**src/rtl/serializer_pkg.sv**
```systemverilog
// Shared types and helpers for the parametrised parallel-to-serial converter.
package serializer_pkg;

   localparam int unsigned SER_DATA_W = 16;
   localparam int unsigned SER_LEN_W  = $clog2(SER_DATA_W + 1);

   typedef logic [SER_DATA_W-1:0] ser_word_t;
   typedef logic [SER_LEN_W-1:0]  ser_len_t;

   typedef enum logic {
      SER_IDLE  = 1'b0,
      SER_SHIFT = 1'b1
   } ser_state_e;

   // A requested length of 0, or one wider than the word, means "send the whole word".
   function automatic int unsigned eff_len(input int unsigned len, input int unsigned max_w);
      return ((len == 0) || (len > max_w)) ? max_w : len;
   endfunction

endpackage

```
**src/rtl/ser_shift_core.sv**
```systemverilog
// Shifter for one word: bit register, remaining-bit down-counter and first/last flags.
// A load always wins over an advance, so a new word can follow the last bit with no gap.
module ser_shift_core
   import serializer_pkg::*;
#(
   parameter int DATA_W = SER_DATA_W,
   parameter int LEN_W  = $clog2(DATA_W + 1)
) (
   input  logic              clk_i,
   input  logic              rst_i,
   input  logic              load_i,
   input  logic              advance_i,
   input  logic [DATA_W-1:0] load_data_i,
   input  logic [LEN_W-1:0]  load_len_i,
   input  logic              load_lsb_i,
   output logic              active_o,
   output logic              ser_data_o,
   output logic              ser_first_o,
   output logic              ser_last_o
);

   ser_state_e        state_q, state_d;
   logic [DATA_W-1:0] shreg_q, shreg_d;
   logic [LEN_W-1:0]  cnt_q, cnt_d;
   logic              lsb_q, lsb_d;
   logic              first_q, first_d;
   logic [LEN_W-1:0]  msb_shift;
   logic              cur_bit;

   // Next-state logic: load a new word, or step one bit towards the end of the current one.
   always_comb begin
      // NOTE: every signal gets a default first so no path through this block infers a latch.
      state_d   = state_q;
      shreg_d   = shreg_q;
      cnt_d     = cnt_q;
      lsb_d     = lsb_q;
      first_d   = first_q;
      msb_shift = LEN_W'(DATA_W) - load_len_i;
      if (load_i) begin
         state_d = SER_SHIFT;
         // MSB-first words are left-aligned so the outgoing bit is always the top bit.
         shreg_d = load_lsb_i ? load_data_i : (load_data_i << msb_shift);
         cnt_d   = load_len_i;
         lsb_d   = load_lsb_i;
         first_d = 1'b1;
      end else if (advance_i && (state_q == SER_SHIFT)) begin
         first_d = 1'b0;
         if (cnt_q == LEN_W'(1)) begin
            state_d = SER_IDLE;
            cnt_d   = '0;
            shreg_d = '0;
         end else begin
            cnt_d   = cnt_q - LEN_W'(1);
            shreg_d = lsb_q ? (shreg_q >> 1) : (shreg_q << 1);
         end
      end
   end

   // State registers, cleared asynchronously so a reset drops the word immediately.
   always_ff @(posedge clk_i or posedge rst_i) begin
      // NOTE: sequential state uses non-blocking assignments only.
      if (rst_i) begin
         state_q <= SER_IDLE;
         shreg_q <= '0;
         cnt_q   <= '0;
         lsb_q   <= 1'b0;
         first_q <= 1'b0;
      end else begin
         state_q <= state_d;
         shreg_q <= shreg_d;
         cnt_q   <= cnt_d;
         lsb_q   <= lsb_d;
         first_q <= first_d;
      end
   end

   assign cur_bit     = lsb_q ? shreg_q[0] : shreg_q[DATA_W-1];
   assign active_o    = (state_q == SER_SHIFT);
   assign ser_data_o  = active_o & cur_bit;
   assign ser_first_o = active_o & first_q;
   assign ser_last_o  = active_o & (cnt_q == LEN_W'(1));

endmodule

```
**src/rtl/param_serializer.sv**
```systemverilog
// Parallel-to-serial converter with valid/ready input, per-word length and bit order,
// and a one-word pending buffer so consecutive words stream without idle bits.
module param_serializer
   import serializer_pkg::*;
#(
   parameter int DATA_W = SER_DATA_W,
   parameter int LEN_W  = $clog2(DATA_W + 1)
) (
   input  logic              clk_i,
   input  logic              rst_i,
   input  logic [DATA_W-1:0] data_i,
   input  logic [LEN_W-1:0]  data_len_i,
   input  logic              lsb_first_i,
   input  logic              data_val_i,
   output logic              data_rdy_o,
   output logic              ser_data_o,
   output logic              ser_val_o,
   output logic              ser_first_o,
   output logic              ser_last_o,
   output logic              busy_o
);

   logic [DATA_W-1:0] pend_data_q, pend_data_d;
   logic [LEN_W-1:0]  pend_len_q, pend_len_d;
   logic              pend_lsb_q, pend_lsb_d;
   logic              pend_full_q, pend_full_d;
   logic              rdy_q, rdy_d;
   logic              busy_q, busy_d;

   logic              accept, shifter_free;
   logic [LEN_W-1:0]  in_len;
   logic              load;
   logic [DATA_W-1:0] load_data;
   logic [LEN_W-1:0]  load_len;
   logic              load_lsb;
   logic              active, last_bit;

   assign accept       = data_val_i & rdy_q;
   assign shifter_free = ~active | last_bit;
   assign in_len       = LEN_W'(eff_len(32'(data_len_i), DATA_W));

   // Route each word: drain pending first, else bypass into a free shifter, else park it.
   always_comb begin
      pend_data_d = pend_data_q;
      pend_len_d  = pend_len_q;
      pend_lsb_d  = pend_lsb_q;
      pend_full_d = pend_full_q;
      load        = 1'b0;
      load_data   = data_i;
      load_len    = in_len;
      load_lsb    = lsb_first_i;
      if (shifter_free && pend_full_q) begin
         load        = 1'b1;
         load_data   = pend_data_q;
         load_len    = pend_len_q;
         load_lsb    = pend_lsb_q;
         pend_full_d = 1'b0;
      end else if (shifter_free && accept) begin
         load = 1'b1;
      end else if (accept) begin
         pend_data_d = data_i;
         pend_len_d  = in_len;
         pend_lsb_d  = lsb_first_i;
         pend_full_d = 1'b1;
      end
      // Ready and busy come only from next-state terms, so both outputs are plain flops.
      rdy_d  = ~pend_full_d;
      busy_d = load | (active & ~last_bit) | pend_full_d;
   end

   // Pending buffer and handshake flags.
   always_ff @(posedge clk_i or posedge rst_i) begin
      // NOTE: the pending word is a handful of flops, so it is reset along with the control state.
      if (rst_i) begin
         pend_data_q <= '0;
         pend_len_q  <= '0;
         pend_lsb_q  <= 1'b0;
         pend_full_q <= 1'b0;
         rdy_q       <= 1'b1;
         busy_q      <= 1'b0;
      end else begin
         pend_data_q <= pend_data_d;
         pend_len_q  <= pend_len_d;
         pend_lsb_q  <= pend_lsb_d;
         pend_full_q <= pend_full_d;
         rdy_q       <= rdy_d;
         busy_q      <= busy_d;
      end
   end

   ser_shift_core #(
      .DATA_W (DATA_W),
      .LEN_W  (LEN_W)
   ) u_core (
      .clk_i       (clk_i),
      .rst_i       (rst_i),
      .load_i      (load),
      .advance_i   (active),
      .load_data_i (load_data),
      .load_len_i  (load_len),
      .load_lsb_i  (load_lsb),
      .active_o    (active),
      .ser_data_o  (ser_data_o),
      .ser_first_o (ser_first_o),
      .ser_last_o  (last_bit)
   );

   assign ser_last_o = last_bit;
   assign ser_val_o  = active;
   assign data_rdy_o = rdy_q;
   assign busy_o     = busy_q;

endmodule

```
**config.mk**
```make
export PLATFORM = sky130hd
export DESIGN_NAME = param_serializer
export DESIGN_NICKNAME = d
export VERILOG_FILES = /design/src/rtl/serializer_pkg.sv /design/src/rtl/ser_shift_core.sv /design/src/rtl/param_serializer.sv
export SDC_FILE = /design/constraint.sdc
export NUM_CORES = 1
export LEC_CHECK = 0
export BUFFER_PORTS_ARGS = -buffer_cell sky130_fd_sc_hd__buf_2
export CORE_ASPECT_RATIO = 1.1
export CORE_MARGIN = 8
export CORE_UTILIZATION = 45
export CTS_CLUSTER_SIZE = 30
export DETAILED_ROUTE_END_ITERATION = 10
export PLACE_DENSITY = 0.74
export SYNTH_ARGS = -nofsm -noshare
export SYNTH_HDL_FRONTEND = slang
export SYNTH_SLANG_ARGS = --single-unit
```
**constraint.sdc**
```tcl
create_clock -name clk_i -period 10.76 [get_ports clk_i]
set_input_delay 1.076 -clock clk_i [delete_from_list [all_inputs] [get_ports clk_i]]
set_output_delay 1.076 -clock clk_i [all_outputs]
set_load 0.005 [all_outputs]
```
==> impl_metrics.sql <==
INSERT INTO impl_metrics (metric_group, metric, value, unit) VALUES
('outcome', 'status', 'finished clean', ''),
('worst_setup_path', 'worst_ep_required_time', '10.96', 'ns'),
('sta', 'hold_slack', '0.523', 'ns'),
('worst_setup_path', 'critical_path_arrival', '5.44', 'ns'),
('worst_hold_path', 'timing.hold.worst.class', 'reg -> reg', ''),
('synth', 'netlist.top_cell.by_area', 'sky130_fd_sc_hd__dfrtp_1', ''),
('sta', 'finalSetupViolCount', '0', ''),
('synth', 'synth_area_in_simple_gates', '14.9', '%'),
('clocking', 'post-cts-setup-buffers', '0', ''),
('sta', 'finClkSkew', '0.00583', 'ns'),
('power_and_ir_drop', 'p_clk_share', '12.1', '%'),
('grt', 'gr-usage-all-layers', '16.6', '%'),
('grt', 'initial_antenna_violation_count', '0', ''),
('job', 'maxCapViolCount', '0', ''),
('clocking', 'cts_buffers', '5', ''),
('sta', 'fin_crit_sh', '48.7', '%'),
('layout', 'design.final.nets', '443', ''),
('clocking', 'clock_sink_count', '49', ''),
('grt', 'grt_pass1_wl', '16.2', 'mm'),
('worst_setup_path', 'timing.critical_path.slowest_cell_delay', '0.80', 'ns'),
('synth', 'yosys_warnings', '0', ''),
('sta', 'max-slew-margin-rel', '30.5', '%'),
('grt', 'grt_start_max_net_pins', '50', ''),
('power_and_ir_drop', 'leakagePower', '0.00189', 'uW'),
('sta', 'layout_setup_ws', '5.52', 'ns'),
('synth', 'synth_mux_area_share', '30.4', '%'),
('synth', 'synthesis.area', '3840', 'um^2'),
('sta', 'number_of_failing_hold_endpoints_at_the_final_stage', '0', ''),
('grt', 'grt.overflow.total', '0', ''),
('routing', 'drt.antenna.violating_nets', '0', ''),
('clocking', 'cts.clk_slew.worst_paths', '0.09', 'ns'),
('sta', 'tightestPinTransition', '1.04', 'ns'),
('power_and_ir_drop', 'power.share.switching', '43.5', '%'),
('worst_setup_path', 'end_kind', 'flop', ''),
('clocking', 'cts-root-to-sink-buffers', '2', ''),
('clocking', 'tritoncts', 'done', ''),
('floorplanning', 'die_height', '113', 'um'),
('worst_setup_path', 'worst-path-max-fanout', '18', ''),
('routing', 'totalWireLength', '9.77', 'mm'),
('floorplanning', 'core_ar', '8320', 'um^2'),
('routing', 'initialDrtViolationCount', '192', ''),
('grt', 'via_count_of_the_first_global_routing_pass', '3249', ''),
('synth', 'synth.top_cell.area_share', '31.3', '%'),
('sta', 'rsz0062_at_grt', 'false', ''),
('synth', 'synth_nets', '428', ''),
('routing', 'route.detailed.vias_per_inst', '6.13', ''),
('routing', 'route.vias.total', '3224', ''),
('clocking', 'hold_buffers', '0', ''),
('synth', 'yosys.area_share.adder', '1.30', '%'),
('routing', 'post-route-drc-count', '0', ''),
('placement', 'place_congestion', '0.941', ''),
('synth', 'sequential_fraction_of_the_synthesis_area', '32.0', '%'),
('synth', 'ys_async_sr_fraction', '100', '%'),
('sta', 'highest_clock_rate', '191', 'MHz'),
('floorplanning', 'die_width', '104', 'um'),
('synth', 'yosys-top-cells-area', 'sky130_fd_sc_hd__dfrtp_1, sky130_fd_sc_hd__mux2i_1, sky130_fd_sc_hd__mux2_2', ''),
('clocking', 'ctsResizeCount', '0', ''),
('synth', 'synth_top_flop_cell', 'sky130_fd_sc_hd__dfrtp_1', ''),
('placement', 'dpl_worst_slack', '5.25', 'ns'),
('clocking', 'clock_latency_late_sink', '0.31', 'ns'),
('synth', 'synth_enable_flop_cells', '0', ''),
('placement', 'port_buffers', '30', ''),
('floorplanning', 'initial_core_util', '46.1', '%'),
('clocking', 'htreeDepth', '2', ''),
('layout', 'syn_to_final_growth', '6.82', '%'),
('sta', 'post-route-min-period', '5.24', 'ns'),
('placement', 'dp.final_hpwl', '7.40', 'mm'),
('floorplanning', 'die_area', '11700', 'um^2'),
('worst_setup_path', 'critPathSlowestCell', 'sky130_fd_sc_hd__nand2b_1', ''),
('synth', 'ys_seq_elements', '49', ''),
('power_and_ir_drop', 'peak_supply_drop', '0.000133', 'V');
-- power groups by stage --
stage          Combinational [uW]  Clock, uW  Sequential (uW)
2_1_floorplan                 457          0              322
3_3_place_gp                  504          0              373
3_5_place_dp                  516          0              378
4_1_cts                       519        126              374
5_1_grt                       574        130              389
6_report                      522        123              376
-- path summary, 6_finish.rpt --
kind / slack (ns) / depth (start not counted) / endpoint / startpoint
min reg2reg: 0.52 / 2 / pend_len_q[1] / pend_len_q[1]
min: 0.52 / 2 / pend_len_q[1] / pend_len_q[1]
max: 5.52 / 14 / u_core.shreg_q[13] / data_len_i[0]
max in group asynchronous: 9.10 / 2 / u_core.shreg_q[4] / rst_i
min in group asynchronous: 0.99 / 2 / pend_data_q[5] / rst_i
max reg2reg: 5.89 / 14 / u_core.shreg_q[13] / u_core.cnt_q[1]
-- routing by layer --
metal  GRT usage [%]  wire length [um]  up-vias
met5               0                 0        -
met4            7.63               356        0
met3            2.84               440       30
met2            28.3              4720      110
met1            20.1              4250     1566
li1                -                 -     1518
-- registers in the layout (all words and copies together) (netlist names) --
register,count
u_core.shreg_q,16
pend_len_q,5
u_core.active_o,1
data_rdy_o,1
u_core.lsb_q,1
pend_full_q,1
u_core.first_q,1
pend_lsb_q,1
busy_o,1
pend_data_q,16
u_core.cnt_q,5
-- stage by stage --
| step | total power (uW) | cell area (um^2) | std cells |
|---|---|---|---|
| 2_1_floorplan | 779 | 3840 | 399 |
| 3_3_place_gp | 877 | 4000 | 518 |
| 3_5_place_dp | 894 | 4000 | 518 |
| 4_1_cts | 1020 | 4100 | 526 |
| 5_1_grt | 1090 | 4100 | 526 |
| 6_report | 1020 | 4100 | 526 |
-- Yosys cell counts (all sizes together) (2+ instances only) --
cell type	count
a31oi	6
o21ai	20
nand3	7
nor4bb	2
a211oi	2
dfrtp	48
o22ai	14
inv	10
o21a	2
mux2	23
a311oi	3
nor4	2
nor2b	7
nand2	30
clkbuf	9
nand2b	8
nor3	10
a21oi	28
nand4	4
or3	2
o221ai	4
nor2	25
ha	4
buf	15
nor4b	2
nand3b	2
mux2i	87
-- worst min-delay path: cells and delay by family, from the launching register on --
kind / cells / cell delay (ns)
DFF: 1 / 0.38
AOI/OAI and AO/OA: 1 / 0.06
and+or+nand+nor: 1 / 0.05
-- placed cells by master (no fill, tap or decap), types with 8 or more instances in the layout --
| master | synthesis | final |
|---|---|---|
| sky130_fd_sc_hd__mux2_2 | 23 | 23 |
| sky130_fd_sc_hd__nor2_1 | 25 | 25 |
| sky130_fd_sc_hd__buf_2 | 8 | 30 |
| sky130_fd_sc_hd__nand2b_1 | 8 | 8 |
| sky130_fd_sc_hd__mux2i_1 | 86 | 86 |
| sky130_fd_sc_hd__dfrtp_1 | 48 | 48 |
| sky130_fd_sc_hd__inv_1 | 9 | 8 |
| sky130_fd_sc_hd__a21oi_1 | 28 | 28 |
| sky130_fd_sc_hd__nand2_1 | 30 | 30 |
| sky130_fd_sc_hd__nor3_1 | 9 | 9 |
| sky130_fd_sc_hd__o21ai_0 | 19 | 19 |
| sky130_fd_sc_hd__o22ai_1 | 13 | 13 |
-- kinds of logic (layout without fill, tap and decap cells) --
| group | Yosys count | after routing |
|---|---|---|
| buf+inv | 35 | 51 |
| mux | 111 | 111 |
| fa+ha+maj | 4 | 4 |
| flops | 49 | 49 |
| simple gates | 106 | 106 |
| compound gates | 92 | 92 |
| xor+xnor | 2 | 2 |
-- area by class of cell --
class	instances	area [um^2]	share of cell area (%)
multi-input cells	315	2420	59.1
flip-flops and latches	49	1230	30.0
repair buffers	32	165	4.03
well taps	111	139	3.39
clock buffers	7	96.3	2.35
inverters	11	41.3	1.01
clock inverters	1	5.00	0.122
Note: power is estimated with default switching activity, not from simulation.
